--- src/rtl/keypad_emulator.sv ---
// keypad_emulator: responder end of a 4x4 row-drive/column-sense keypad.
// Presses one latched key with programmable contact bounce and hold time.
module keypad_emulator #(
    parameter int BOUNCE_CYCLES = 1200,
    parameter int BOUNCE_TOGGLE = 100,
    parameter int HOLD_W        = 24
) (
    input  logic              clk,
    input  logic              reset,
    input  logic [3:0]        keypad_rows,
    output logic [3:0]        keypad_cols,
    input  logic [3:0]        key_code,
    input  logic [HOLD_W-1:0] hold_cycles,
    input  logic              press_req,
    output logic              busy,
    output logic              done
);

    localparam int M1 = (BOUNCE_CYCLES > BOUNCE_TOGGLE) ?
                        BOUNCE_CYCLES : BOUNCE_TOGGLE;
    localparam int M2 = (M1 > (2 ** HOLD_W)) ? M1 : (2 ** HOLD_W);
    localparam int CW = $clog2(M2) + 1;

    localparam logic [CW-1:0] BC_LAST =
        CW'((BOUNCE_CYCLES > 0) ? BOUNCE_CYCLES - 1 : 0);
    localparam logic [CW-1:0] TG_LAST =
        CW'((BOUNCE_TOGGLE > 1) ? BOUNCE_TOGGLE - 1 : 0);
    localparam bit HAS_BOUNCE = (BOUNCE_CYCLES > 0);

    typedef enum logic [2:0] {
        IDLE,
        BOUNCE_PRESS,
        HOLD,
        BOUNCE_RELEASE,
        DONE
    } state_t;

    state_t        state, state_d;
    logic          contact, contact_d;
    logic [CW-1:0] cnt, cnt_d;
    logic [CW-1:0] tog, tog_d;
    logic [CW-1:0] hold_last, hold_last_d;
    logic [1:0]    row_q, row_d;
    logic [1:0]    col_q, col_d;
    logic [3:0]    rc_map;

    // Key code to {row, col} position on the matrix
    always_comb begin
        rc_map = 4'b0000;
        unique case (key_code)
            4'h1: rc_map = {2'd0, 2'd0};
            4'h2: rc_map = {2'd0, 2'd1};
            4'h3: rc_map = {2'd0, 2'd2};
            4'hA: rc_map = {2'd0, 2'd3};
            4'h4: rc_map = {2'd1, 2'd0};
            4'h5: rc_map = {2'd1, 2'd1};
            4'h6: rc_map = {2'd1, 2'd2};
            4'hB: rc_map = {2'd1, 2'd3};
            4'h7: rc_map = {2'd2, 2'd0};
            4'h8: rc_map = {2'd2, 2'd1};
            4'h9: rc_map = {2'd2, 2'd2};
            4'hC: rc_map = {2'd2, 2'd3};
            4'hE: rc_map = {2'd3, 2'd0};
            4'h0: rc_map = {2'd3, 2'd1};
            4'hF: rc_map = {2'd3, 2'd2};
            4'hD: rc_map = {2'd3, 2'd3};
        endcase
    end

    // State, contact, counters and latched key/hold registers
    always_ff @(posedge clk) begin
        if (reset) begin
            state     <= IDLE;
            contact   <= 1'b0;
            cnt       <= '0;
            tog       <= '0;
            hold_last <= '0;
            row_q     <= 2'd0;
            col_q     <= 2'd0;
        end else begin
            state     <= state_d;
            contact   <= contact_d;
            cnt       <= cnt_d;
            tog       <= tog_d;
            hold_last <= hold_last_d;
            row_q     <= row_d;
            col_q     <= col_d;
        end
    end

    // Sequence control: bounce toggling, hold timing, phase changes
    always_comb begin
        state_d     = state;
        contact_d   = contact;
        cnt_d       = cnt;
        tog_d       = tog;
        hold_last_d = hold_last;
        row_d       = row_q;
        col_d       = col_q;
        unique case (state)
            IDLE: begin
                contact_d = 1'b0;
                if (press_req) begin
                    row_d       = rc_map[3:2];
                    col_d       = rc_map[1:0];
                    hold_last_d = (hold_cycles == '0) ? '0 :
                                  CW'(hold_cycles - HOLD_W'(1));
                    cnt_d       = '0;
                    tog_d       = '0;
                    contact_d   = 1'b1;
                    state_d     = HAS_BOUNCE ? BOUNCE_PRESS : HOLD;
                end
            end
            BOUNCE_PRESS: begin
                if (cnt == BC_LAST) begin
                    contact_d = 1'b1;
                    cnt_d     = '0;
                    tog_d     = '0;
                    state_d   = HOLD;
                end else begin
                    cnt_d = cnt + CW'(1);
                    if (tog == TG_LAST) begin
                        tog_d     = '0;
                        contact_d = ~contact;
                    end else begin
                        tog_d = tog + CW'(1);
                    end
                end
            end
            HOLD: begin
                contact_d = 1'b1;
                if (cnt == hold_last) begin
                    contact_d = 1'b0;
                    cnt_d     = '0;
                    tog_d     = '0;
                    state_d   = HAS_BOUNCE ? BOUNCE_RELEASE : DONE;
                end else begin
                    cnt_d = cnt + CW'(1);
                end
            end
            BOUNCE_RELEASE: begin
                if (cnt == BC_LAST) begin
                    contact_d = 1'b0;
                    cnt_d     = '0;
                    tog_d     = '0;
                    state_d   = DONE;
                end else begin
                    cnt_d = cnt + CW'(1);
                    if (tog == TG_LAST) begin
                        tog_d     = '0;
                        contact_d = ~contact;
                    end else begin
                        tog_d = tog + CW'(1);
                    end
                end
            end
            DONE: begin
                contact_d = 1'b0;
                state_d   = IDLE;
            end
            default: begin
                contact_d = 1'b0;
                state_d   = IDLE;
            end
        endcase
    end

    // Column sense follows the row drive with no register in the path
    always_comb begin
        keypad_cols = 4'hF;
        if (contact && !keypad_rows[row_q])
            keypad_cols[col_q] = 1'b0;
    end

    assign busy = (state != IDLE);
    assign done = (state == DONE);

endmodule

--- config.mk ---
export PLATFORM = sky130hd
export DESIGN_NAME = keypad_emulator
export DESIGN_NICKNAME = d
export VERILOG_FILES = /design/src/rtl/keypad_emulator.sv
export SDC_FILE = /design/constraint.sdc
export NUM_CORES = 1
export LEC_CHECK = 0
export BUFFER_PORTS_ARGS = -buffer_cell sky130_fd_sc_hd__buf_2
export CAP_MARGIN = 30
export CORE_ASPECT_RATIO = 1.5
export CORE_MARGIN = 3
export CORE_UTILIZATION = 40
export DETAILED_ROUTE_END_ITERATION = 10
export SLEW_MARGIN = 10
export SYNTH_ARGS = -nofsm -noshare
export SYNTH_HDL_FRONTEND = slang
export SYNTH_SLANG_ARGS = --single-unit
--- constraint.sdc ---
create_clock -name clk -period 3.1 [get_ports clk]
set_input_delay 0.155 -clock clk [delete_from_list [all_inputs] [get_ports clk]]
set_output_delay 0.155 -clock clk [all_outputs]
set_load 0.02 [all_outputs]
# Word-level counts from Yosys, hierarchy flattened
# Memory sizes are Yosys's and may differ from the RTL's. A register that Yosys moved wholly into a read port is not among the register bits.
# Index checks and enable logic that the tools add are counted.
# W data, S select, Z words.
word_totals:
  reg_bits: 79
  latchBits: 0
  ram_bits: 0
  romBits: 64
  input_bits: 35
  out_inout_bits: 6
  wordCells: 62
  mem_count: 1
classes:
  addsub: 3
  n_mul: 0
  div: 0
  order_cmp: 3
  eq_ne: 11
  n_shift: 0
  n_mux: 25
  bitwise_logic: 2
  n_reduce_logical: 12
memory_table:
  columns: ["name", "words", "word_bits", "rd", "rd_ports_with_merged_regs", "write_ports", "line", "rtl"]
  rows:
  - ["(no name shown)", 16, 4, 1, 1, 0, "50", "unique case (key_code)"]
op_table:
  columns: ["cell", "n"]
  rows:
  - ["$mux W25", 7]
  - ["$pmux W25 S3", 2]
  - ["$add A25 B1 Y25 const B", 2]
  - ["$eq A25 B11 Y1 const B", 1]
  - ["$eq A25 B25 Y1", 1]
  - ["$eq A25 B7 Y1 const B", 1]
  - ["$sub A24 B1 Y25 const B", 1]
  - ["$logic_not A24 Y1", 1]
  - ["$mux W3", 4]
  - ["$pmux W3 S4", 1]
  - ["$ne A2 B2 Y1 const B", 4]
  - ["$mux W1", 7]
  - ["$eq A3 B2 Y1 const B", 2]
  - ["$lt A2 B3 Y1 const B", 2]
  - ["$reduce_bool A3 Y1", 2]
  - ["$mux W4", 1]
  - ["$not A4 Y4", 1]
  - ["$pmux W1 S4", 1]
  - ["$reduce_and A2 Y1", 2]
  - ["$reduce_and A4 Y1", 1]
  - ["$eq A3 B1 Y1 const B", 1]
  - ["$eq A3 B3 Y1 const B", 1]
  - ["$logic_not A3 Y1", 1]
  - ["$reduce_and A3 Y1", 1]
  - ["other kinds (7)", 8]

# Depth between registers and ports, before layout
# Gate-level depths: netlist of run 1.
depth:
  depth_word: 6
  depth_mapped: 10
  depth_no_buf: 9

# Worst setup path before layout of run 1
# OpenSTA, ideal clock, no wires.
synth_path:
  path_kind: "flip-flop to flip-flop"
  startpoint: "reg cnt[9]"
  endpoint: "reg tog[7]"
  setup_time_ps: 122
  arrival_ps: 2009
  required_ps: 2978
  path_slack_ps: 970
  stages_incl_launch_ff: 10
  path_buffers: 2
  synth_period_minus_slack_ps: 2130
  path_cell_list: "dfxtp_1 buf_6 xor2_2 nor4_2 nand4_2 o32ai_4 and4_1 buf_6 mux2i_1 a211oi_2"
synth_between:
  elab_chain_cells: 3
  word_cells_on_any_way: 6
  classes_between: "3 x eq/ne; 2 x mux; 1 x reduce/logical"
synth_lines:
  columns: ["item", "line", "rtl"]
  rows:
  - ["start, declared", "40", "logic [CW-1:0] cnt, cnt_d;"]
  - ["start signal, assigned", "83", "cnt <= cnt_d;"]
  - ["$eq A25 B11 Y1 or $eq A25 B25 Y1 (tied branches)", "115, 142, 132", null]
  - ["$mux W25 or $ne A2 B2 Y1 (tied branches)", null, null]
  - ["$pmux W25 S3 or $reduce_and A3 Y1 (tied branches)", null, null]
  - ["end signal, assigned", "84", "tog <= tog_d;"]
  - ["end, declared", "41", "logic [CW-1:0] tog, tog_d;"]
# Several ways; a longest one is shown, not always the timed one.
# A chain may end at the register's enable or synchronous reset.

# Worst setup path in the final report of run 1
layout_path:
  startpoint: "reg cnt[12]"
  endpoint: "reg tog[5]"
# Same word-level chain as after synthesis.

==> summary.txt, run 1 <==
Power and ir drop
  • Clock Power Share: 41.1%
  • Gate power share: 12.0%
  • Reg power frac: 46.9%
  • P_sw: 0.625 mW
  • Leak pwr: 1.98 nW
  • P_int: 1.80 mW
  • Peak VDD IR: 0.223 mV
  • Pwr Density: 469 nW/um^2
  • Switching Share: 25.8%

Clocking
  • Setup Buffers After CTS: 0
  • CTS tree: built
  • Inserted Clock Buffers: 9
  • Clock tree buffer depth: 2
  • CTS sink cnt: 83
  • Clock-pin slew on the worst setup and hold paths: 0.06 ns
  • # H-tree levels: 3
  • Worst skew pair latency: 0.34 ns
  • Root Buffer: clkbuf_16
  • Post-CTS sizing: 0
  • Hold_buf cts: 0

Placement
  • Placed inst area: 4890 sq um
  • HPWL after DPL: 8570 microns
  • Gpl congestion: 0.822
  • I/O Buffers: 40

Final layout
  • Fin area: 5180 sq um
  • Commonest non-fill, non-tap cells in the layout: 88 x nor2_1, 83 x dfxtp_1, 52 x xor2_1
  • Antenna diodes: 0
  • Most common cell after layout, fill and taps aside: nor2_1
  • Area added between synthesis and finish: 12.4%
  • Final nets: 619
  • Final-layout fill cell count: 1115
  • Finished Core Util: 46.6%
  • Area of the multi-input gates: 2730 sq um
  • Register area: 1660 sq um
  • Layout cells sized above 1: 14.7%

Routing
  • 1st-pass router iterations: 4
  • DRC: 0
  • Routed WL: 11000 microns
  • Post-DRT Antenna Nets: 0
  • Vias/cell: 5.43
  • Via count: 3980
  • Routed len/inst: 15.1 microns
  • DR iter-0 viols: 160

Synth
  • Syn nets: 585
  • Mapped cell area: 4600 sq um
  • Yosys Warn Count: 0
  • Post-synth cell types: 58
  • Sequential-to-total area share from yosys stat: 36.1%
  • Mapped Cells: 547
  • #FFs+latches synth: 83
  • Mean Syn Cell Area: 8.42 sq um

Worst setup path
  • CP Capture Type: flop
  • CP required: 3.31 ns
  • Worst-path fanout max: 10
  • Critical path type: reg2reg
  • Worst endpoint data arrival time: 2.92 ns
  • CP startpoint kind: flop

STA
  • Skew final: 0.00473 ns
  • Setup TNS: 0 ns
  • RSZ-0062 raised after global routing: false
  • Worst-margin pin slew: 0.892 ns
  • Setup violators final: 0
  • WHS: 0.173 ns
  • Fmax: 0.368 GHz
  • Fin. max-slew vios: 0
  • Fin crit share: 87.6%
  • Final hold violations: 0
  • Slew headroom: 40.5%
  • Tmin final: 2.72 ns

Global route
  • GRT Residual Overflow: 0
  • Initial antenna violation count: 0
  • Pin count of the biggest net entering global routing: 37
  • GRT Resource Usage Total: 18.2%
  • Global-route wire length before repair: 18600 microns
  • Vias in the first global route: 3978

Floorplan
  • Die height: 137 microns
  • Die span in x: 93.6 microns
  • IO Count: 41
  • Initial Utilization: 41.4%
  • Core ar.: 11100 sq um
  • Number of cell rows: 47
  • Die Area: 12900 sq um

Run
  • Max-Cap Viols: 0

Min path
  • Worst hold-check path type: in2reg

Status
  • Outcome: finished, final reports clean
-- through the flow --
step                      std cells  setup WS (ns)  total power, mW
final                           733          0.384             2.43
after global routing            733          0.175             2.55
after CTS                       733          0.390             2.45
after detailed placement        717          0.443             1.46
after global placement          717          0.459             1.45
after floorplan                 547          0.970             1.37
-- flip-flops by register name, indices dropped and copies added, names as in the netlist --
register	cells
cnt	25
col_q	2
contact	1
hold_last	25
row_q	2
state	3
tog	25
-- final timing paths --
check / from / slack [ns] / to / cells after the start
max: cnt[12] / 0.38 / tog[5] / 8
min: hold_cycles[0] / 0.17 / hold_last[0] / 4
max reg2reg: cnt[12] / 0.38 / tog[5] / 8
min reg2reg: row_q[0] / 0.48 / row_q[0] / 2
-- critical path, cell delays in order, from the launching register on --
cell and delay [ns]:
dfxtp_1 0.43, xor2_1 0.12, nor4_1 0.37, nand4_2 0.25
o32ai_4 0.44, buf_4 0.24, and4_1 0.40, mux2i_1 0.27
nor3_2 0.07
-- cells in the mapped netlist, drive strengths merged --
library cell,instances,area share [%]
ha,3,0.82
nor4bb,1,0.22
nand3,16,1.7
a311oi,1,0.19
buf,12,2.1
or3,8,1.1
a21oi,18,2.0
o21ai,20,2.4
nor3,15,2.1
nand2,44,3.6
a22oi,18,2.9
and2,4,0.54
nand3b,1,0.16
a21boi,3,0.49
nor2b,2,0.27
a32oi,1,0.19
a22o,6,1.1
o221ai,1,0.19
xor2,53,10
a211oi,5,0.92
mux4,1,0.49
o32ai,3,0.98
nor2,89,7.4
o211ai,7,1.1
nand4,18,2.9
nand2b,7,0.95
clkbuf,14,1.4
dfxtp,83,36
nor4,19,3.2
and4,4,0.79
or4,5,0.82
and3,10,1.4
o41ai,3,0.73
mux2i,6,1.3
o31ai,7,1.4
or2,4,0.54
nor3b,1,0.16
xnor2,17,3.2
nor4b,3,0.57
inv,14,1.1
-- cells by family (layout without fill, tap and decap cells) --
logic type | after synthesis | count (layout) | share of synthesized area (%)
and+or+nand+nor | 251 | 251 | 28.5
AOI/OAI and AO/OA | 93 | 93 | 14.7
DFF | 83 | 83 | 36.1
xor gates and xnor gates | 70 | 70 | 13.5
buffers and inverters | 40 | 79 | 4.62
muxes | 7 | 7 | 1.79
adders and majority gates | 3 | 3 | 0.816
-- area by class of cell --
class                   count  area share, %
clock buffers              12           4.96
clock inverters             4          0.483
inverters                  14           1.02
multi-input cells         424           52.7
flip-flops and latches     83           32.1
well taps                 147           3.55
repair buffers             49           5.17
-- metal layers --
metal  up-vias  GRT usage, %  share of wire (%)
li1       2011             -                  -
met1      1866          19.5                 39
met2        82          34.3                 54
met3        21          3.01                3.4
met4         0          8.67                3.0
met5         -             0                  0
-- power groups by stage --
stage	clock [mW]	sequential (mW)	combinational, mW
final	0.996	1.14	0.292
after floorplan	0	1.15	0.219
after global placement	0	1.16	0.287
after CTS	1.02	1.14	0.295
after global routing	1.08	1.14	0.328
after detailed placement	0	1.16	0.293
Power figures use the tool's default switching activity.
==> inputs of run 2 (changes only) <==
--- a/config.mk
+++ b/config.mk
@@ -8,7 +8,6 @@
 export BUFFER_PORTS_ARGS = -buffer_cell sky130_fd_sc_hd__buf_2
 export CAP_MARGIN = 30
 export CORE_ASPECT_RATIO = 1.5
-export CORE_MARGIN = 3
 export CORE_UTILIZATION = 40
 export DETAILED_ROUTE_END_ITERATION = 10
 export SLEW_MARGIN = 10
==> summary.txt, run 2 (synthesis gave the netlist of run 1 again) <==
Power and ir drop
  • Switching Share: 25.0% (was 25.8%)
  • Gate power share: 11.6% (was 12.0%)
  • Leak pwr: 1.97 nW (was 1.98 nW)
  • Final total power: 2.51 mW (was 2.43 mW)
  • Reg power frac: 45.4% (was 46.9%)
  • Pwr Density: 486 nW/um^2 (was 469 nW/um^2)
  • P_int: 1.88 mW (was 1.80 mW)
  • Clock Power Share: 43.0% (was 41.1%)
  • P_sw: 0.627 mW (was 0.625 mW)
  • Peak VDD IR: 0.242 mV (was 0.223 mV)

STA
  • RSZ-0062 raised after global routing: false (unchanged)
  • Skew final: 0.00645 ns (was 0.00473 ns)
  • Worst-margin pin slew: 0.680 ns (was 0.892 ns)
  • Slew headroom: 54.7% (was 40.5%)
  • Fin. max-slew vios: 0 (unchanged)
  • Setup TNS: 0 ns (unchanged)
  • Fmax: 0.365 GHz (was 0.368 GHz)
  • Final hold violations: 0 (unchanged)
  • Setup violators final: 0 (unchanged)
  • Fin crit share: 88.4% (was 87.6%)
  • Tmin final: 2.74 ns (was 2.72 ns)

Worst setup path
  • Slowest CP cell: nor4b_1 (was o32ai_4)
  • Worst Reg-to-Reg Cells: 7 (was 8)
  • Cell count along the critical path: 7 (was 8)
  • CP Capture Type: flop (unchanged)
  • Reg-to-Reg Start: cnt[9] (was cnt[12])
  • Setup slack, reg-to-reg: 0.36 ns (was 0.38 ns)
  • CP bufs+invs: 1 (unchanged)
  • Worst endpoint data arrival time: 2.94 ns (was 2.92 ns)
  • Worst-path fanout max: 20 (was 10)
  • Critical path type: reg2reg (unchanged)
  • Crit path cell chain: nor4b_1 -> nand4_1 -> o41ai_2 -> or4_1 -> inv_1 -> nor2_4 -> nor2_1 (was xor2_1 -> nor4_1 -> nand4_2 -> o32ai_4 -> buf_4 -> and4_1 -> mux2i_1 -> nor3_2)
  • CP startpoint kind: flop (unchanged)
  • Slowest stage delay, CP: 0.49 ns (was 0.44 ns)
  • Reg2reg end: tog[10] (was tog[5])
  • CP required: 3.30 ns (was 3.31 ns)
  • Origin of the worst setup path: cnt[9] (was cnt[12])
  • Critical path's top delay family: simple AND/OR/NAND/NOR gates (unchanged)

Routing
  • Via count: 3998 (was 3980)
  • Vias/cell: 5.49 (was 5.43)
  • 1st-pass router iterations: 5 (was 4)
  • DRC: 0 (unchanged)
  • DR iter-0 viols: 224 (was 160)
  • Post-DRT Antenna Nets: 0 (unchanged)
  • Routed WL: 11100 microns (was 11000 microns)
  • Routed len/inst: 15.3 microns (was 15.1 microns)

Clocking
  • Clock-pin slew on the worst setup and hold paths: 0.06 ns (about the same)
  • # H-tree levels: 3 (unchanged)
  • Inserted Clock Buffers: 9 (unchanged)
  • Hold_buf cts: 0 (unchanged)
  • CTS sink cnt: 83 (unchanged)
  • CTS tree: built (unchanged)
  • Setup Buffers After CTS: 0 (unchanged)
  • Root Buffer: clkbuf_16 (unchanged)
  • Worst skew pair latency: 0.34 ns (about the same)
  • Post-CTS sizing: 0 (unchanged)
  • Clock tree buffer depth: 2 (unchanged)

Global route
  • Global-route wire length before repair: 18200 microns (was 18600 microns)
  • GRT Residual Overflow: 0 (unchanged)
  • Met1 Use GR: 20.5% (was 19.5%)
  • Top Usage Layer GRT: met2 (unchanged)
  • Initial antenna violation count: 0 (unchanged)
  • Vias in the first global route: 3869 (was 3978)
  • GR Util met2: 36.7% (was 34.3%)
  • M3 GR Usage: 3.35% (was 3.01%)
  • Pin count of the biggest net entering global routing: 37 (unchanged)
  • GRT Resource Usage Total: 19.9% (was 18.2%)

Placement
  • Placed inst area: 4860 sq um (was 4890 sq um)
  • Gpl congestion: 0.972 (was 0.822)
  • I/O Buffers: 40 (unchanged)
  • HPWL after DPL: 8360 microns (was 8570 microns)

Final layout
  • Most common cell after layout, fill and taps aside: nor2_1 (unchanged)
  • Antenna diodes: 0 (unchanged)
  • Layout cells sized above 1: 13.8% (was 14.7%)
  • Final nets: 615 (was 619)
  • Commonest non-fill, non-tap cells in the layout: 88 x nor2_1, 83 x dfxtp_1, 52 x xor2_1 (unchanged)
  • Largest regs: cnt x25, hold_last x25, tog x25 (unchanged)
  • Area added between synthesis and finish: 12.1% (was 12.4%)
  • Fin area: 5160 sq um (was 5180 sq um)

Min path
  • HP Start: hold_cycles[0] (unchanged)
  • WHS Endpoint: hold_last[0] (unchanged)
  • Worst hold-check path type: in2reg (unchanged)
  • Worst hold stages: 4 (unchanged)

Floorplan
  • Initial Utilization: 41.4% (unchanged)
  • Die height: 133 microns (was 137 microns)
  • IO Count: 41 (unchanged)
  • Die Area: 12000 sq um (was 12900 sq um)
  • Die span in x: 89.6 microns (was 93.6 microns)
  • Number of cell rows: 47 (unchanged)
  • Core ar.: 11100 sq um (unchanged)

Run
  • Max-Cap Viols: 0 (unchanged)

Status
  • Outcome: finished, final reports clean (unchanged)
## run 2: per-layer routing
metal	wire length, microns	vias to the layer above
li1	-	2003
met1	4360	1879
met2	5990	86
met3	334	30
met4	424	0
met5	0	-
## run 2: final cells by class
class	count	area, sq um
flip-flops and latches	83	1660
repair buffers	45	238
inverters	14	52.6
clock inverters	2	35.0
well taps	147	184
multi-input cells	424	2730
clock buffers	13	260
fillers	1098	5950
## run 2: per-stage QoR
step / hold slack (ns) / utilization [%] / instances / setup WS, ns
global route: 0.185 / 46.4 / 728 / 0.218
global placement: 0.465 / 43.8 / 713 / 0.459
detailed placement: 0.478 / 43.8 / 713 / 0.342
CTS: 0.163 / 46.4 / 728 / 0.380
finish: 0.165 / 46.4 / 728 / 0.360
floorplan: 0.356 / - / 547 / 0.970
## run 2: worst max path at each step
stage,endpoint,slack [ns]
3_5_place_dp,hold_last[17],0.34
5_1_grt,tog[0],0.22
6_report,tog[10],0.36
4_1_cts,tog[9],0.38
3_3_place_gp,hold_last[17],0.46
2_1_floorplan,tog[7],0.97
## run 2: power groups by stage
stage / clock, mW / combinational, mW / sequential (mW)
floorplan: 0 / 0.219 / 1.15
global placement: 0 / 0.286 / 1.16
detailed placement: 0 / 0.290 / 1.16
CTS: 1.10 / 0.292 / 1.14
global route: 1.14 / 0.323 / 1.14
finish: 1.08 / 0.292 / 1.14
## run 2: worst reg2reg max path, cell delays in order (launching register included)
cell and delay [ns]:
dfxtp_1 0.39, nor4b_1 0.49, nand4_1 0.23, o41ai_2 0.46, or4_1 0.32, inv_1 0.14
nor2_4 0.47, nor2_1 0.11
==> inputs of run 3 (changes only) <==
--- a/config.mk
+++ b/config.mk
@@ -7,9 +7,12 @@
 export LEC_CHECK = 0
 export BUFFER_PORTS_ARGS = -buffer_cell sky130_fd_sc_hd__buf_2
 export CAP_MARGIN = 30
+export CELL_PAD_IN_SITES_DETAIL_PLACEMENT = 0
+export CELL_PAD_IN_SITES_GLOBAL_PLACEMENT = 1
 export CORE_ASPECT_RATIO = 1.5
 export CORE_UTILIZATION = 40
 export DETAILED_ROUTE_END_ITERATION = 10
+export PLACE_DENSITY_LB_ADDON = 0.1
 export SLEW_MARGIN = 10
 export SYNTH_ARGS = -nofsm -noshare
 export SYNTH_HDL_FRONTEND = slang
==> summary.txt, run 3 (synthesis gave the netlist of run 1 again) <==
Status
  • Outcome: finished, final reports clean (unchanged)

Worst setup path
  • Worst endpoint data arrival time: 2.89 ns (was 2.94 ns)
  • CP startpoint kind: flop (unchanged)
  • Worst Reg-to-Reg Cells: 7 (unchanged)
  • Critical path type: reg2reg (unchanged)
  • Reg2reg end: tog[19] (was tog[10])
  • CP Capture Type: flop (unchanged)
  • CP required: 3.30 ns (about the same)
  • Reg-to-Reg Start: cnt[7] (was cnt[9])
  • Worst-path fanout max: 20 (unchanged)
  • Setup slack, reg-to-reg: 0.41 ns (was 0.36 ns)

Min path
  • WHS Endpoint: state[1] (was hold_last[0])
  • Worst hold stages: 2 (was 4)
  • HP Start: reset (was hold_cycles[0])
  • Worst hold-check path type: in2reg (unchanged)

STA
  • Setup TNS: 0 ns (unchanged)
  • Final hold violations: 0 (unchanged)
  • Skew final: 0.00872 ns (was 0.00645 ns)
  • Fmax: 0.371 GHz (was 0.365 GHz)
  • Fin. max-slew vios: 0 (unchanged)
  • Setup violators final: 0 (unchanged)
  • Tmin final: 2.69 ns (was 2.74 ns)
  • RSZ-0062 raised after global routing: false (unchanged)
  • Fin crit share: 86.8% (was 88.4%)
  • Slew headroom: 41.8% (was 54.7%)
  • Worst-margin pin slew: 0.874 ns (was 0.680 ns)

Floorplan
  • Die span in x: 89.6 microns (unchanged)
  • Number of cell rows: 47 (unchanged)
  • Die height: 133 microns (unchanged)
  • Initial Utilization: 41.4% (unchanged)
  • IO Count: 41 (unchanged)
  • Die Area: 12000 sq um (unchanged)
  • Core ar.: 11100 sq um (unchanged)

Clocking
  • CTS tree: built (unchanged)
  • CTS sink cnt: 83 (unchanged)
  • # H-tree levels: 3 (unchanged)
  • Root Buffer: clkbuf_16 (unchanged)
  • Worst skew pair latency: 0.33 ns (was 0.34 ns)
  • Inserted Clock Buffers: 9 (unchanged)
  • Setup Buffers After CTS: 0 (unchanged)
  • Post-CTS sizing: 0 (unchanged)
  • Clock tree buffer depth: 2 (unchanged)
  • Clock-pin slew on the worst setup and hold paths: 0.06 ns (about the same)
  • Hold_buf cts: 0 (unchanged)

Global route
  • GRT Residual Overflow: 0 (unchanged)
  • Initial antenna violation count: 0 (unchanged)
  • Pin count of the biggest net entering global routing: 32 (was 37)
  • Global-route wire length before repair: 18300 microns (was 18200 microns)
  • Vias in the first global route: 3831 (was 3869)
  • GRT Resource Usage Total: 20.0% (was 19.9%)

Routing
  • DR iter-0 viols: 178 (was 224)
  • Post-DRT Antenna Nets: 0 (unchanged)
  • 1st-pass router iterations: 5 (unchanged)
  • Vias/cell: 5.41 (was 5.49)
  • Via count: 3962 (was 3998)
  • DRC: 0 (unchanged)
  • Routed WL: 11100 microns (about the same)
  • Routed len/inst: 15.2 microns (was 15.3 microns)

Final layout
  • Final nets: 618 (was 615)
  • Area added between synthesis and finish: 13.1% (was 12.1%)
  • Most common cell after layout, fill and taps aside: nor2_1 (unchanged)
  • Final-layout fill cell count: 1084 (was 1098)
  • Antenna diodes: 0 (unchanged)
  • Largest regs: cnt x25, hold_last x25, tog x25 (unchanged)
  • Layout cells sized above 1: 14.5% (was 13.8%)
  • Commonest non-fill, non-tap cells in the layout: 88 x nor2_1, 83 x dfxtp_1, 52 x xor2_1 (unchanged)

Power and ir drop
  • Pwr Density: 492 nW/um^2 (was 486 nW/um^2)
  • Peak VDD IR: 0.208 mV (was 0.242 mV)
  • Final total power: 2.56 mW (was 2.51 mW)
  • Leak pwr: 1.99 nW (was 1.97 nW)

Placement
  • HPWL after DPL: 8700 microns (was 8360 microns)
  • Gpl congestion: 0.850 (was 0.972)
  • I/O Buffers: 40 (unchanged)

Run
  • Max-Cap Viols: 0 (unchanged)
==> run 3: changes by cell type in the layout (fill, tap and decap cells not counted), sizes merged <==
| cell | previous run | this run |
|---|---|---|
| clkinvlp | 0 | 1 |
| clkbuf | 13 | 10 |
| buf | 45 | 48 |
| bufinv | 1 | 2 |
| clkinv | 1 | 3 |
==> run 3: cell type report <==
cell class	count	area (sq um)	area share [%]
sequential	83	1660	31.9
clock buffer	10	229	4.40
inverter	14	52.6	1.01
timing repair buffer	48	260	5.00
clock inverter	6	90.1	1.73
tap	147	184	3.53
multi-input combinational	424	2730	52.4
==> run 3: critical path: stages, from the launching register on <==
cell and delay [ns]:
dfxtp_1 0.41, nor4bb_1 0.39, nand4_1 0.28, o41ai_2 0.47
or4_1 0.31, inv_1 0.14, nor2_4 0.44, nor2_1 0.10
==> run 3: how the worst max path moves through the flow <==
stage / startpoint / end / slack [ns] / depth (start not counted)
4_1_cts: cnt[9] / tog[19] / 0.38 / 7
5_1_grt: cnt[10] / tog[4] / 0.28 / 7
2_1_floorplan: cnt[9] / tog[7] / 0.97 / 9
6_report: cnt[7] / tog[19] / 0.41 / 7
3_3_place_gp: cnt[9] / tog[19] / 0.43 / 7
3_5_place_dp: cnt[10] / tog[19] / 0.40 / 7
==> run 3: layer usage <==
metal | share of wire, % | GRT usage (%)
met5 | 0 | 0
met3 | 2.5 | 2.42
met1 | 40 | 21.7
met4 | 3.6 | 10.9
met2 | 53 | 36.3
==> run 3: report_power, final <==
group          total [mW]  internal [mW]  switching [mW]
logic               0.295          0.115           0.180
clock network        1.13          0.707           0.420
registers            1.14           1.10          0.0359
==> run 3: through the flow <==
| stage | setup WS [ns] | hold slack [ns] | util (%) | std cells | instance area, sq um |
|---|---|---|---|---|---|
| 6_report | 0.408 | 0.0735 | 46.8 | 732 | 5210 |
| 5_1_grt | 0.278 | 0.102 | 46.8 | 732 | 5210 |
| 2_1_floorplan | 0.970 | 0.356 | - | 547 | 4600 |
| 4_1_cts | 0.382 | 0.0616 | 46.8 | 732 | 5210 |
| 3_3_place_gp | 0.432 | 0.408 | 44.0 | 716 | 4890 |
| 3_5_place_dp | 0.399 | 0.420 | 44.0 | 716 | 4890 |
